===== config.mk =====
export PLATFORM = sky130hd
export DESIGN_NAME = ascii_uart_sender_flat
export DESIGN_NICKNAME = d
export VERILOG_FILES = /design/src/rtl/ascii_uart_pkg.sv /design/src/rtl/ascii_uart_sender_if.sv /design/src/rtl/ascii_uart_sender_tx_byte.sv /design/src/rtl/ascii_uart_sender.sv /design/src/flat_wrapper.sv
export SDC_FILE = /design/constraint.sdc
export NUM_CORES = 1
export LEC_CHECK = 0
export CORE_MARGIN = 8
export CORE_UTILIZATION = 53
export DETAILED_ROUTE_END_ITERATION = 10
export PLACE_DENSITY = 0.79
export SYNTH_ARGS = -nofsm -noshare
export SYNTH_HDL_FRONTEND = slang
export SYNTH_SLANG_ARGS = --single-unit

===== constraint.sdc =====
create_clock -name clk -period 3.08 [get_ports clk]
set_input_delay 0.77 -clock clk [delete_from_list [all_inputs] [get_ports clk]]
set_output_delay 0.77 -clock clk [all_outputs]
set_load 0.01 [all_outputs]

===== src/rtl/ascii_uart_pkg.sv =====
// Shared definitions for the ASCII UART sender: state encoding, terminator
// characters and default sizing.
package ascii_uart_pkg;

  localparam int unsigned DEF_NUM_CHARS    = 10;
  localparam int unsigned DEF_CLKS_PER_BIT = 104;

  localparam logic [7:0] ASCII_CR = 8'h0D;
  localparam logic [7:0] ASCII_LF = 8'h0A;

  typedef enum logic [1:0] {
    IDLE  = 2'd0,
    START = 2'd1,
    DATA  = 2'd2,
    STOP  = 2'd3
  } tx_state_e;

endpackage


===== src/rtl/ascii_uart_sender_if.sv =====
// Load/status bundle between the hex-to-ASCII converter, the sequencer and
// the UART sender (tx is the CMOD S7 UART TX pin).
interface ascii_uart_sender_if #(
  parameter int unsigned NUM_CHARS = 10
);

  logic                     data_valid;
  logic [8*NUM_CHARS-1:0]   data;
  logic                     tx;
  logic                     busy;
  logic                     done;
  logic                     overrun;

  modport master (
    output data_valid, data,
    input  tx, busy, done, overrun
  );

  modport slave (
    input  data_valid, data,
    output tx, busy, done, overrun
  );

endinterface


===== src/rtl/ascii_uart_sender_tx_byte.sv =====
// uart_tx_byte: one 8N1 frame per go strobe. A go presented in the final
// stop-bit cycle chains the next frame with no idle gap.
module uart_tx_byte
  import ascii_uart_pkg::*;
#(
  parameter int unsigned CLKS_PER_BIT = DEF_CLKS_PER_BIT
) (
  input  logic       clk,
  input  logic       reset,
  input  logic       go_i,
  input  logic [7:0] byte_i,
  output logic       tx_o,
  output logic       byte_done_c_o
);

  localparam logic [15:0] CNT_LAST = 16'(CLKS_PER_BIT - 1);

  tx_state_e   state_q;
  logic [15:0] clk_cnt_q;
  logic [2:0]  bit_idx_q;
  logic [7:0]  byte_q;
  logic        tx_q;

  logic        cnt_last_c;
  logic        accept_c;
  logic [2:0]  next_bit_c;

  assign cnt_last_c    = (clk_cnt_q == CNT_LAST);
  assign byte_done_c_o = (state_q == STOP) && cnt_last_c;
  assign accept_c      = go_i && ((state_q == IDLE) || byte_done_c_o);
  assign next_bit_c    = bit_idx_q + 3'd1;
  assign tx_o          = tx_q;

  // Frame sequencer: start bit, 8 data bits LSB first, stop bit.
  always_ff @(posedge clk) begin
    if (reset) begin
      state_q   <= IDLE;
      clk_cnt_q <= '0;
      bit_idx_q <= '0;
      byte_q    <= '0;
      tx_q      <= 1'b1;
    end else if (accept_c) begin
      state_q   <= START;
      clk_cnt_q <= '0;
      bit_idx_q <= '0;
      byte_q    <= byte_i;
      tx_q      <= 1'b0;
    end else begin
      case (state_q)
        IDLE: begin
          tx_q <= 1'b1;
        end
        START: begin
          if (cnt_last_c) begin
            clk_cnt_q <= '0;
            bit_idx_q <= '0;
            state_q   <= DATA;
            tx_q      <= byte_q[0];
          end else begin
            clk_cnt_q <= clk_cnt_q + 16'd1;
          end
        end
        DATA: begin
          if (cnt_last_c) begin
            clk_cnt_q <= '0;
            if (bit_idx_q == 3'd7) begin
              state_q <= STOP;
              tx_q    <= 1'b1;
            end else begin
              bit_idx_q <= next_bit_c;
              tx_q      <= byte_q[next_bit_c];
            end
          end else begin
            clk_cnt_q <= clk_cnt_q + 16'd1;
          end
        end
        STOP: begin
          if (cnt_last_c) begin
            clk_cnt_q <= '0;
            state_q   <= IDLE;
            tx_q      <= 1'b1;
          end else begin
            clk_cnt_q <= clk_cnt_q + 16'd1;
          end
        end
        default: begin
          state_q <= IDLE;
          tx_q    <= 1'b1;
        end
      endcase
    end
  end

endmodule


===== src/rtl/ascii_uart_sender.sv =====
// ascii_uart_sender: captures a NUM_CHARS ASCII buffer on data_valid and
// sends it byte 0 first as back-to-back 8N1 frames.
// Optional: define ASCII_UART_SENDER_CRLF_EN to append CR, LF frames.
module ascii_uart_sender
  import ascii_uart_pkg::*;
#(
  parameter int unsigned CLKS_PER_BIT = DEF_CLKS_PER_BIT,
  parameter int unsigned NUM_CHARS    = DEF_NUM_CHARS
) (
  input  logic                 clk,
  input  logic                 reset,
  ascii_uart_sender_if.slave   bus
);

`ifdef ASCII_UART_SENDER_CRLF_EN
  localparam int unsigned TOTAL = NUM_CHARS + 2;
`else
  localparam int unsigned TOTAL = NUM_CHARS;
`endif
  localparam int unsigned      IDX_W    = (TOTAL > 1) ? $clog2(TOTAL) : 1;
  localparam logic [IDX_W-1:0] LAST_IDX = IDX_W'(TOTAL - 1);

  logic                   busy_q,     busy_d;
  logic                   done_q,     done_d;
  logic                   overrun_q,  overrun_d;
  logic [IDX_W-1:0]       byte_idx_q, byte_idx_d;
  logic [8*NUM_CHARS-1:0] shadow_q,   shadow_d;

  logic                   start_c;
  logic                   more_c;
  logic                   go_c;
  logic                   byte_done_c;
  logic [IDX_W-1:0]       nxt_idx_c;
  logic [7:0]             next_byte_c;

  assign start_c = !busy_q && bus.data_valid;
  assign more_c  = (byte_idx_q != LAST_IDX);
  assign go_c    = start_c || (busy_q && byte_done_c && more_c);

  // Byte offered to the frame engine: fresh buffer byte 0 on a load,
  // otherwise the next shadow byte or terminator.
  always_comb begin
    nxt_idx_c   = byte_idx_q + IDX_W'(1);
    next_byte_c = 8'h00;
    if (start_c) begin
      next_byte_c = bus.data[7:0];
    end else begin
      for (int k = 0; k < int'(NUM_CHARS); k++) begin
        if (nxt_idx_c == IDX_W'(k)) next_byte_c = shadow_q[8*k +: 8];
      end
`ifdef ASCII_UART_SENDER_CRLF_EN
      if (nxt_idx_c == IDX_W'(NUM_CHARS))     next_byte_c = ASCII_CR;
      if (nxt_idx_c == IDX_W'(NUM_CHARS + 1)) next_byte_c = ASCII_LF;
`endif
    end
  end

  // Buffer sequencing and status next-state.
  always_comb begin
    busy_d     = busy_q;
    done_d     = 1'b0;
    overrun_d  = busy_q && bus.data_valid;
    byte_idx_d = byte_idx_q;
    shadow_d   = shadow_q;
    if (start_c) begin
      busy_d     = 1'b1;
      byte_idx_d = '0;
      shadow_d   = bus.data;
    end else if (busy_q && byte_done_c) begin
      if (more_c) begin
        byte_idx_d = nxt_idx_c;
      end else begin
        busy_d = 1'b0;
        done_d = 1'b1;
      end
    end
  end

  // Status and shadow registers.
  always_ff @(posedge clk) begin
    if (reset) begin
      busy_q     <= 1'b0;
      done_q     <= 1'b0;
      overrun_q  <= 1'b0;
      byte_idx_q <= '0;
      shadow_q   <= '0;
    end else begin
      busy_q     <= busy_d;
      done_q     <= done_d;
      overrun_q  <= overrun_d;
      byte_idx_q <= byte_idx_d;
      shadow_q   <= shadow_d;
    end
  end

  uart_tx_byte #(
    .CLKS_PER_BIT (CLKS_PER_BIT)
  ) u_tx_byte (
    .clk           (clk),
    .reset         (reset),
    .go_i          (go_c),
    .byte_i        (next_byte_c),
    .tx_o          (bus.tx),
    .byte_done_c_o (byte_done_c)
  );

  assign bus.busy    = busy_q;
  assign bus.done    = done_q;
  assign bus.overrun = overrun_q;

endmodule


===== src/flat_wrapper.sv =====
// flat-port wrapper written by rule: the top's interface ports become plain ports
module ascii_uart_sender_flat import ascii_uart_pkg::*;
#(
  parameter int unsigned CLKS_PER_BIT = DEF_CLKS_PER_BIT,
  parameter int unsigned NUM_CHARS    = DEF_NUM_CHARS
)
  (clk, reset, bus_data_valid, bus_data, bus_tx, bus_busy, bus_done, bus_overrun);
  ascii_uart_sender_if #(.NUM_CHARS(NUM_CHARS)) bus_i ();
  input  logic clk;
  input  logic reset;
  input wire logic [$bits(bus_i.data_valid)-1:0] bus_data_valid;
  input wire logic [$bits(bus_i.data)-1:0] bus_data;
  output wire logic [$bits(bus_i.tx)-1:0] bus_tx;
  output wire logic [$bits(bus_i.busy)-1:0] bus_busy;
  output wire logic [$bits(bus_i.done)-1:0] bus_done;
  output wire logic [$bits(bus_i.overrun)-1:0] bus_overrun;
  assign bus_i.data_valid = bus_data_valid;
  assign bus_i.data = bus_data;
  assign bus_tx = bus_i.tx;
  assign bus_busy = bus_i.busy;
  assign bus_done = bus_i.done;
  assign bus_overrun = bus_i.overrun;
  ascii_uart_sender #(.CLKS_PER_BIT(CLKS_PER_BIT), .NUM_CHARS(NUM_CHARS)) u_core (.clk(clk), .reset(reset), .bus(bus_i));
endmodule

Word-level counts from Yosys, hierarchy flattened
Index checks and enable logic that the tools add are counted.

Register bits: 117. Logic and storage cells: 100. Input bits: 83. Output and inout port bits: 4.

Bitwise operators: 1. Equality and inequality tests: 25. Order comparisons: 1. Muxes and demuxes: 34. Reduce and logical (&&, ||, !) cells: 25. Add/subtract/negate cells: 3.

Operator list (count): two-way mux 8 bit (11); adder 16 x 1 -> 16 bit (second input constant) (1); equality test 16 x 7 -> 1 bit (second input constant) (1); equality test 4 x 3 -> 1 bit (second input constant) (4); two-way mux 16 bit (1); inequality test 3 bit (second input constant) (4); two-way mux 1 bit (11); inequality test 2 bit (second input constant) (5); AND reduction 5 bit (2); two-way mux 3 bit (3); equality test 4 x 2 -> 1 bit (second input constant) (2); equality test 4 bit (second input constant) (2); two-way mux 2 bit (4); logical AND 1 bit (6); one-hot mux 2 bit (3 select lines) (1); one-hot mux 3 bit (2 select lines) (1); OR reduction 3 bit (2); adder 4 x 1 -> 4 bit (second input constant) (1); equality test 2 bit (second input constant) (2); equality test 4 x 1 -> 1 bit (second input constant) (1); logical NOT 4 bit (1); less-than comparator 3 x 4 -> 1 bit (second input constant) (1); inequality test 4 bit (second input constant) (1); one-hot mux 1 bit (4 select lines) (1); 16 further kinds (20).

Logic depth before layout (Yosys ltp)
Gate-level depths: netlist of the first run.

Depth after elaboration: 13. Gate-level depth with buffers: 11. Mapped depth without buffers: 8.

Modules after synthesis
A second synthesis of the first run with hierarchy kept.

Cells, all modules: 759. Area, all modules: 6034.5 um^2.

Modules (own cells, without submodules): ascii_uart_sender (area each 4295.4 um^2, cells each 577, times used 1); uart_tx_byte (area each 1739.2 um^2, cells each 182, times used 1).

Worst setup path before layout of the first run
No wires, ideal clock.

Path kind: reg2reg. From: register u_core.u_tx_byte.clk_cnt_q[0]. To: register u_core.u_tx_byte.clk_cnt_q[10]. Stages on the path, launching flop included: 12. Slack: 0.860 ns. Clock period less this slack: 2.220 ns. Arrival time: 2.156 ns. Cells stage by stage: dfxtp_1 > ha_1 > and4b_4 > and4_1 > buf_6 > a21o_1 > o21a_1 > buf_6 > or3_1 > buf_6 > buf_6 > nor2_1.

Cells in the longest elaborated chain, start to end: 7.

Ends and longest elaborated chain: from (decl) (line ascii_uart_sender_tx_byte.sv:19) `logic [15:0] clk_cnt_q;`; from (signal assigned) (line ascii_uart_sender_tx_byte.sv:60) `clk_cnt_q <= clk_cnt_q + 16'd1;`; from (signal assigned) (line ascii_uart_sender_tx_byte.sv:74) `clk_cnt_q <= clk_cnt_q + 16'd1;`; from (signal assigned) (line ascii_uart_sender_tx_byte.sv:83) `clk_cnt_q <= clk_cnt_q + 16'd1;`; parallel branches: the longest is 7 deep, another holds adder 16 x 1 -> 16 bit.

Parallel ways; which one is timed is not known. A chain may end at the register's enable or synchronous reset.

Worst setup path after layout of the first run
From: register u_core.byte_idx_q[0]. To: register u_core.u_tx_byte.byte_q[3].

Cells in the longest elaborated chain, start to end: 13.

Ends and longest elaborated chain: from (decl) (line ascii_uart_sender.sv:26) `logic [IDX_W-1:0] byte_idx_q, byte_idx_d;`; from (signal assigned) (line ascii_uart_sender.sv:91) `byte_idx_q <= byte_idx_d;`; adder 4 x 1 -> 4 bit (*) (line ascii_uart_sender.sv:43) `nxt_idx_c = byte_idx_q + IDX_W'(1);`; via u_core.nxt_idx_c[0] (line ascii_uart_sender.sv:33) `logic [IDX_W-1:0] nxt_idx_c;`; logical NOT 4 bit (line ascii_uart_sender.sv:49) `if (nxt_idx_c == IDX_W'(k)) next_byte_c = shadow_q[8*k +: 8];`; two-way mux 8 bit (9 in a row) (line ascii_uart_sender.sv:49); two-way mux 8 bit (*) (line ascii_uart_sender.sv:49); two-way mux 8 bit (*) (line ascii_uart_sender.sv:45) `if (start_c) begin`; to (signal assigned) (line ascii_uart_sender_tx_byte.sv:46) `byte_q <= byte_i;`; to (decl) (line ascii_uart_sender_tx_byte.sv:21) `logic [7:0] byte_q;`.

Mark *: on every way through the listed nets, which the timed path passes. The rest lies on a longest branch.

==> impl_metrics.csv, run 1 <==
group,metric,value,unit
status,status,"finished, final reports clean",
timing,worst_hold_slack,0.4541,ns
clock_network,cts.repair.resized,0,
critical_path,crit_type,"reg2reg",
synthesis,synth_nets,822,
layout,drive_gt1_frac,0.07116,
critical_path,end_kind,"register",
power_and_ir_drop,finalPower,4346,uW
clock_network,ctsHoldBuffers,0,
synthesis,yosys.area.top_type,"dfxtp_1",
layout,diodes,0,
power_and_ir_drop,p_per_area,610.2,nW/um^2
synthesis,synth_area_leaders,"dfxtp_1, nand2_1, a21oi_1",
global_route,gr-total-overflow,0,
global_route,grt_pass1_vias,5414,
timing,setup-violations-final,0,
detailed_routing,wl_per_cell,17.01,um
min_path,min-delay-start,"u_core.shadow_q[34]",
detailed_routing,drc,0,
synthesis,syn-instance-count,725,
critical_path,cp_data_arrival_time,3.06,ns
critical_path,worstSetupStartpointType,"register",
placed_design,place_congestion,0.9103,
floorplanning,ios,87,
flow_run,drv_cap,0,
global_route,grt_util_all_layers,0.2246,
clock_network,cts_buffer_depth,2,
detailed_routing,dr.pass1.iters,7,
detailed_routing,detail-route-antenna-nets,0,
critical_path,startpoint,"u_core.byte_idx_q[0]",
timing,setup_tns,0,ns
detailed_routing,via_per_inst,5.812,
timing,fin_worst_skew,0.007611,ns
synthesis,netlist_area,5589,um^2
critical_path,r2r-start,"u_core.byte_idx_q[0]",
timing,worst_slew_pin_slew,0.7870,ns
critical_path,cp_data_required_time,3.49,ns
clock_network,cts_sinks,117,
clock_network,htreeDepth,4,
floorplanning,initial_core_util,0.5438,
timing,grt_setup_unrepaired,"false",
timing,timing.fmax,376.3,MHz
floorplanning,die_area,14090,um^2
synthesis,synth_top_cell_area_share,0.4191,
floorplanning,die_w,118.7,um
global_route,antenna_found_initial,0,
layout,area_growth,27.42,%
min_path,min_path_cells,2,
layout,fin_cells,937,
timing,maxSlewViolCount,0,
clock_network,cts_tree,"yes",
min_path,hold_path.class,"reg2reg",
layout,seq_area,2342,um^2
layout,nFillCells,821,
global_route,grt_pass1_wl,26080,um
clock_network,post-cts-setup-buffer-count,0,
placed_design,port_buffers,86,
synthesis,async_reset_ff_frac,0,
synthesis,yosys_warnings,0,
placed_design,dp_cells,905,
synthesis,avgSynthCellArea,7.709,um^2
floorplanning,die_h,118.7,um
layout,finalNetCount,885,
detailed_routing,drt_iter0_drc,589,
critical_path,crit_path_max_fanout,12,
timing,hold_viol,0,
power_and_ir_drop,vdd_ir_drop_max,0.4522,mV
power_and_ir_drop,p_leak,0.002636,uW
clock_network,cts_root_buf,"clkbuf_8",
timing,post-route-period-util,0.8628,
synthesis,synth_most_common_cell,"nand2_1",
floorplanning,coreArea,10280,um^2
synthesis,synthFlopType,"dfxtp_1",
timing,period_minus_slack,2.657,ns
clock_network,clkLatencyLatePin,0.51,ns
clock_network,cts_made_buffers,17,
detailed_routing,drt-total-wl,15930,um
placed_design,dpl.hpwl,11440,um
synthesis,yosys-top-cells-count,"nand2_1, dfxtp_1, a21oi_1",
timing,slew_headroom,0.4730,
detailed_routing,vias,5446,
critical_path,r2r_cells,8,
synthesis,synth_edf_count,0,
synthesis,synth_cell_types,54,
global_route,grt_start_max_net_pins,58,
synthesis,synth-seq-cells,117,
floorplanning,rows,37,
synthesis,ys_seq_area_frac,0.4191,
clock_network,clk_pin_slew,0.06,ns
layout,multiInputGateArea,2945,um^2
-- cell type report --
type | instances | share of cell area
Sequential cell | 117 | 0.3289
Clock buffer | 20 | 0.06254
Clock inverter | 12 | 0.02811
Tap cell | 136 | 0.02389
Inverter | 14 | 0.007379
Timing Repair Buffer | 99 | 0.1356
Multi-Input combinational cell | 539 | 0.4136
-- power breakdown --
group / leakage [uW] / internal, uW / switching [uW] / total (uW)
logic: 0.00137 / 242 / 274 / 516
registers: 0.000958 / 1610 / 70.4 / 1680
clock network: 0.000307 / 1440 / 711 / 2150
total: 0.00264 / 3290 / 1060 / 4350
-- cells by family (layout without fill, tap and decap cells) --
group	Yosys count	count (layout)	synth area share
XOR/XNOR	16	16	0.02507
AO/OA/AOI/OAI	195	195	0.2145
buffers and inverters	69	145	0.05440
flip-flops	117	117	0.4191
adder cells (fa/ha/maj)	14	14	0.03134
AND/OR/NAND/NOR	308	308	0.2402
multiplexers	6	6	0.01545
-- worst max-delay path, stage by stage, from the launching register on --
cell,delay (ns)
dfxtp_1,0.47
inv_1,0.12
ha_1,0.40
nor2b_1,0.52
a221o_1,0.27
a22oi_1,0.09
o22ai_1,0.25
a211oi_1,0.12
nor4_1,0.31
-- registers in the layout, indices dropped and copies added (netlist names) --
signal                      cells
u_core.bus.overrun              1
u_core.bus.busy                 1
u_core.shadow_q                80
u_core.u_tx_byte.clk_cnt_q     16
u_core.bus.done                 1
u_core.u_tx_byte.bit_idx_q      3
u_core.u_tx_byte.byte_q         8
u_core.u_tx_byte.state_q        2
u_core.byte_idx_q               4
u_core.u_tx_byte.tx_o           1
-- final timing paths --
kind                                      to  slack (ns)
setup / recovery  u_core.u_tx_byte.byte_q[3]        0.42
hold / removal           u_core.shadow_q[34]        0.45
setup reg to reg  u_core.u_tx_byte.byte_q[3]        0.42
hold reg to reg          u_core.shadow_q[34]        0.45
-- stage by stage --
step	instance area, um^2	setup WS, ns	util
2_1_floorplan	5589	0.8599	-
3_3_place_gp	6476	0.5725	0.6301
3_5_place_dp	6476	0.5050	0.6301
4_1_cts	7122	0.5190	0.6930
5_1_grt	7122	0.2677	0.6930
6_report	7122	0.4227	0.6930
-- per-layer routing --
metal / track usage / share of wire
met2: 0.3878 / 0.49
met4: 0.09249 / 0.027
met3: 0.05616 / 0.061
met1: 0.2599 / 0.42
met5: 0 / 0
-- cells in the final DEF (no fill, tap or decap), types with 2 or more instances in the layout --
cell type and count:
nand2_1 195, dfxtp_1 117, a21oi_1 96, clkdlybuf4s50_1 85, nor2_1 44, o22ai_1 24, clkbuf_16 16, o21ai_0 15
ha_1 14, inv_1 13, buf_4 12, nor3_1 11, nand2b_1 10, nor4_1 10, a22oi_1 9, a211oi_1 9
xor2_1 9, a221oi_1 8, a221o_1 8, o31ai_1 8, a2bb2oi_1 8, nand3_1 7, xnor2_1 7, nand4_1 6
nor2b_1 5, bufinv_16 5, a21o_1 4, mux2i_1 3, clkbuf_8 3, clkinvlp_4 3, and2_1 2, mux4_2 2
or3_1 2, and3_1 2, and3b_1 2, clkinv_2 2
(Power assumes the default switching activity.)
==> inputs of run 2 (changes only) <==
--- a/config.mk
+++ b/config.mk
@@ -8,7 +8,7 @@
 export CORE_MARGIN = 8
 export CORE_UTILIZATION = 53
 export DETAILED_ROUTE_END_ITERATION = 10
-export PLACE_DENSITY = 0.79
+export PLACE_DENSITY_LB_ADDON = 0.25
 export SYNTH_ARGS = -nofsm -noshare
 export SYNTH_HDL_FRONTEND = slang
 export SYNTH_SLANG_ARGS = --single-unit
==> run 2 against run 1 <==
Compared with the run above:
- critical path depth unchanged
- setup slack worse by 0.0033 ns
- via count down 1.3%
- critical path type unchanged
- global-route usage down 1.3 points
- highest routed layer unchanged
- critical endpoint is now u_core.u_tx_byte.byte_q[5]
- utilization down 0.18 points
- sequential share of layout area up 0.087 points
- count of clock-buffer cells in the layout down 3
- flip-flop and latch count unchanged
- largest cell class unchanged
- largest power group unchanged
- maximum frequency down 0.12%
- die area unchanged
- non-clock buffer count up 3
==> impl_metrics.csv, run 2 (synthesis gave the netlist of run 1 again) <==
group,metric,value,unit
status,status,"finished, final reports clean",
detailed_routing,vias,5373,
timing,post-route-period-util,0.8638,
timing,worst_hold_slack,0.4588,ns
flow_run,drv_cap,0,
layout,multiInputGateArea,2945,um^2
floorplanning,ios,87,
layout,seq_area,2342,um^2
clock_network,htreeDepth,4,
floorplanning,die_w,118.7,um
clock_network,post-cts-setup-buffer-count,0,
power_and_ir_drop,vdd_ir_drop_max,0.6323,mV
global_route,grt_pass1_wl,24700,um
critical_path,slowest_stage,"ha_1",
global_route,met2_usage,0.3518,
power_and_ir_drop,swShare,0.2532,
power_and_ir_drop,pwr-share-seq,0.395,
clock_network,cts_sinks,117,
timing,hold_viol,0,
critical_path,path_cells,"inv_1, ha_1, clkinv_1, o31ai_1, o21ai_0, a2bb2oi_1, a211oi_1, nor4_1",
power_and_ir_drop,power_frac_clock,0.484,
timing,setup-violations-final,0,
clock_network,cts_made_buffers,17,
detailed_routing,drc,0,
detailed_routing,wl_per_cell,16.28,um
timing,worst_slew_pin_slew,0.5876,ns
layout,area_growth,27.09,%
detailed_routing,drt-total-wl,15290,um
layout,drive_gt1_frac,0.07472,
layout,diodes,0,
clock_network,cts_buffer_depth,2,
detailed_routing,detail-route-antenna-nets,0,
floorplanning,initial_core_util,0.5438,
critical_path,worstPathBufferInverterCount,2,
critical_path,cp_slowest_stage_delay,0.48,ns
layout,layout_common_cells,"nand2_1, dfxtp_1, a21oi_1",
power_and_ir_drop,p_comb_frac,0.121,
global_route,grt_pass1_vias,5166,
timing,fin_worst_skew,0.008599,ns
global_route,antenna_found_initial,0,
timing,setup_tns,0,ns
detailed_routing,drt_iter0_drc,455,
clock_network,clkLatencyLatePin,0.52,ns
power_and_ir_drop,power_switching,1075,uW
placed_design,place_congestion,0.9045,
global_route,grt_use_met3,0.05426,
timing,timing.fmax,375.9,MHz
critical_path,cp_data_arrival_time,3.05,ns
clock_network,cts_root_buf,"clkbuf_8",
placed_design,dpl.hpwl,10990,um
layout,final_common_cell,"nand2_1",
power_and_ir_drop,p_leak,0.002640,uW
critical_path,cp_data_required_time,3.47,ns
detailed_routing,via_per_inst,5.722,
global_route,grt_util_all_layers,0.2118,
layout,top_regs,"u_core.shadow_q x80, u_core.u_tx_byte.clk_cnt_q x16, u_core.u_tx_byte.byte_q x8",
global_route,gr-total-overflow,0,
critical_path,crit_type,"reg2reg",
layout,finalNetCount,888,
layout,top_register,"u_core.shadow_q",
layout,fin_util,0.6911,
clock_network,ctsHoldBuffers,0,
timing,slew_headroom,0.6082,
timing,period_minus_slack,2.661,ns
placed_design,port_buffers,86,
power_and_ir_drop,p_per_area,597.8,nW/um^2
floorplanning,die_h,118.7,um
timing,grt_setup_unrepaired,"false",
global_route,use_met1,0.2574,
floorplanning,die_area,14090,um^2
power_and_ir_drop,finalPower,4246,uW
critical_path,crit_path_max_fanout,12,
layout,nFillCells,894,
layout,largest_reg_flops,80,
detailed_routing,dr.pass1.iters,5,
clock_network,cts.repair.resized,0,
placed_design,dpl_worst_slack,0.3433,ns
global_route,grt_start_max_net_pins,49,
min_path,hold_path.class,"reg2reg",
clock_network,clk_pin_slew,0.06,ns
critical_path,worstSetupStartpointType,"register",
clock_network,cts_tree,"yes",
timing,maxSlewViolCount,0,
floorplanning,rows,37,
global_route,busiest_layer,"met2",
timing,fin_ws,0.4194,ns
floorplanning,coreArea,10280,um^2
power_and_ir_drop,intPower,3171,uW
critical_path,cpLargestDelayFamily,"compound AO/OA/AOI/OAI gates",
critical_path,end_kind,"register",
## run 2: changes by cell type in the layout (fill, tap and decap cells not counted), moves of 2 or more
cell	before	now
buf_4	12	16
clkinv_4	1	6
clkinvlp_4	3	1
clkbuf_8	3	1
## run 2: final timing paths
| check | from | end | slack [ns] | depth (start not counted) |
|---|---|---|---|---|
| worst max-delay path | u_core.byte_idx_q[0] | u_core.u_tx_byte.byte_q[5] | 0.42 | 8 |
| worst max register to register | u_core.byte_idx_q[0] | u_core.u_tx_byte.byte_q[5] | 0.42 | 8 |
| worst min-delay path | u_core.shadow_q[20] | u_core.shadow_q[20] | 0.46 | 2 |
| worst min register to register | u_core.shadow_q[20] | u_core.shadow_q[20] | 0.46 | 2 |
## run 2: cell type report
type	count	area share
Clock buffer	17	0.05831
Clock inverter	14	0.02854
Inverter	14	0.007398
Multi-Input combinational cell	539	0.4147
Sequential cell	117	0.3298
Tap cell	136	0.02396
Timing Repair Buffer	102	0.1374
## run 2: routing by layer
layer	up-vias	share of wire
li1	2645	-
met2	176	0.49
met1	2528	0.44
met3	24	0.052
met5	-	0
met4	0	0.021
## run 2: power groups by stage
stage	clock (uW)	sequential, uW	combinational [uW]
6_report	2050	1680	515
5_1_grt	2140	1680	569
4_1_cts	2070	1670	513
3_5_place_dp	0	1710	510
3_3_place_gp	0	1700	499
2_1_floorplan	0	1680	326
## run 2: stage by stage
| stage | instance area, um^2 | instances |
|---|---|---|
| global placement | 6486 | 908 |
| detailed placement | 6486 | 908 |
| finish | 7103 | 939 |
| floorplan | 5589 | 725 |
| CTS | 7103 | 939 |
| global route | 7103 | 939 |
## run 2: worst register-to-register path: stages, from the launching register on
cell and delay (ns):
dfxtp_1 0.39, inv_1 0.12, ha_1 0.48, clkinv_1 0.41, o31ai_1 0.43, o21ai_0 0.13, a2bb2oi_1 0.16, a211oi_1 0.32
nor4_1 0.09
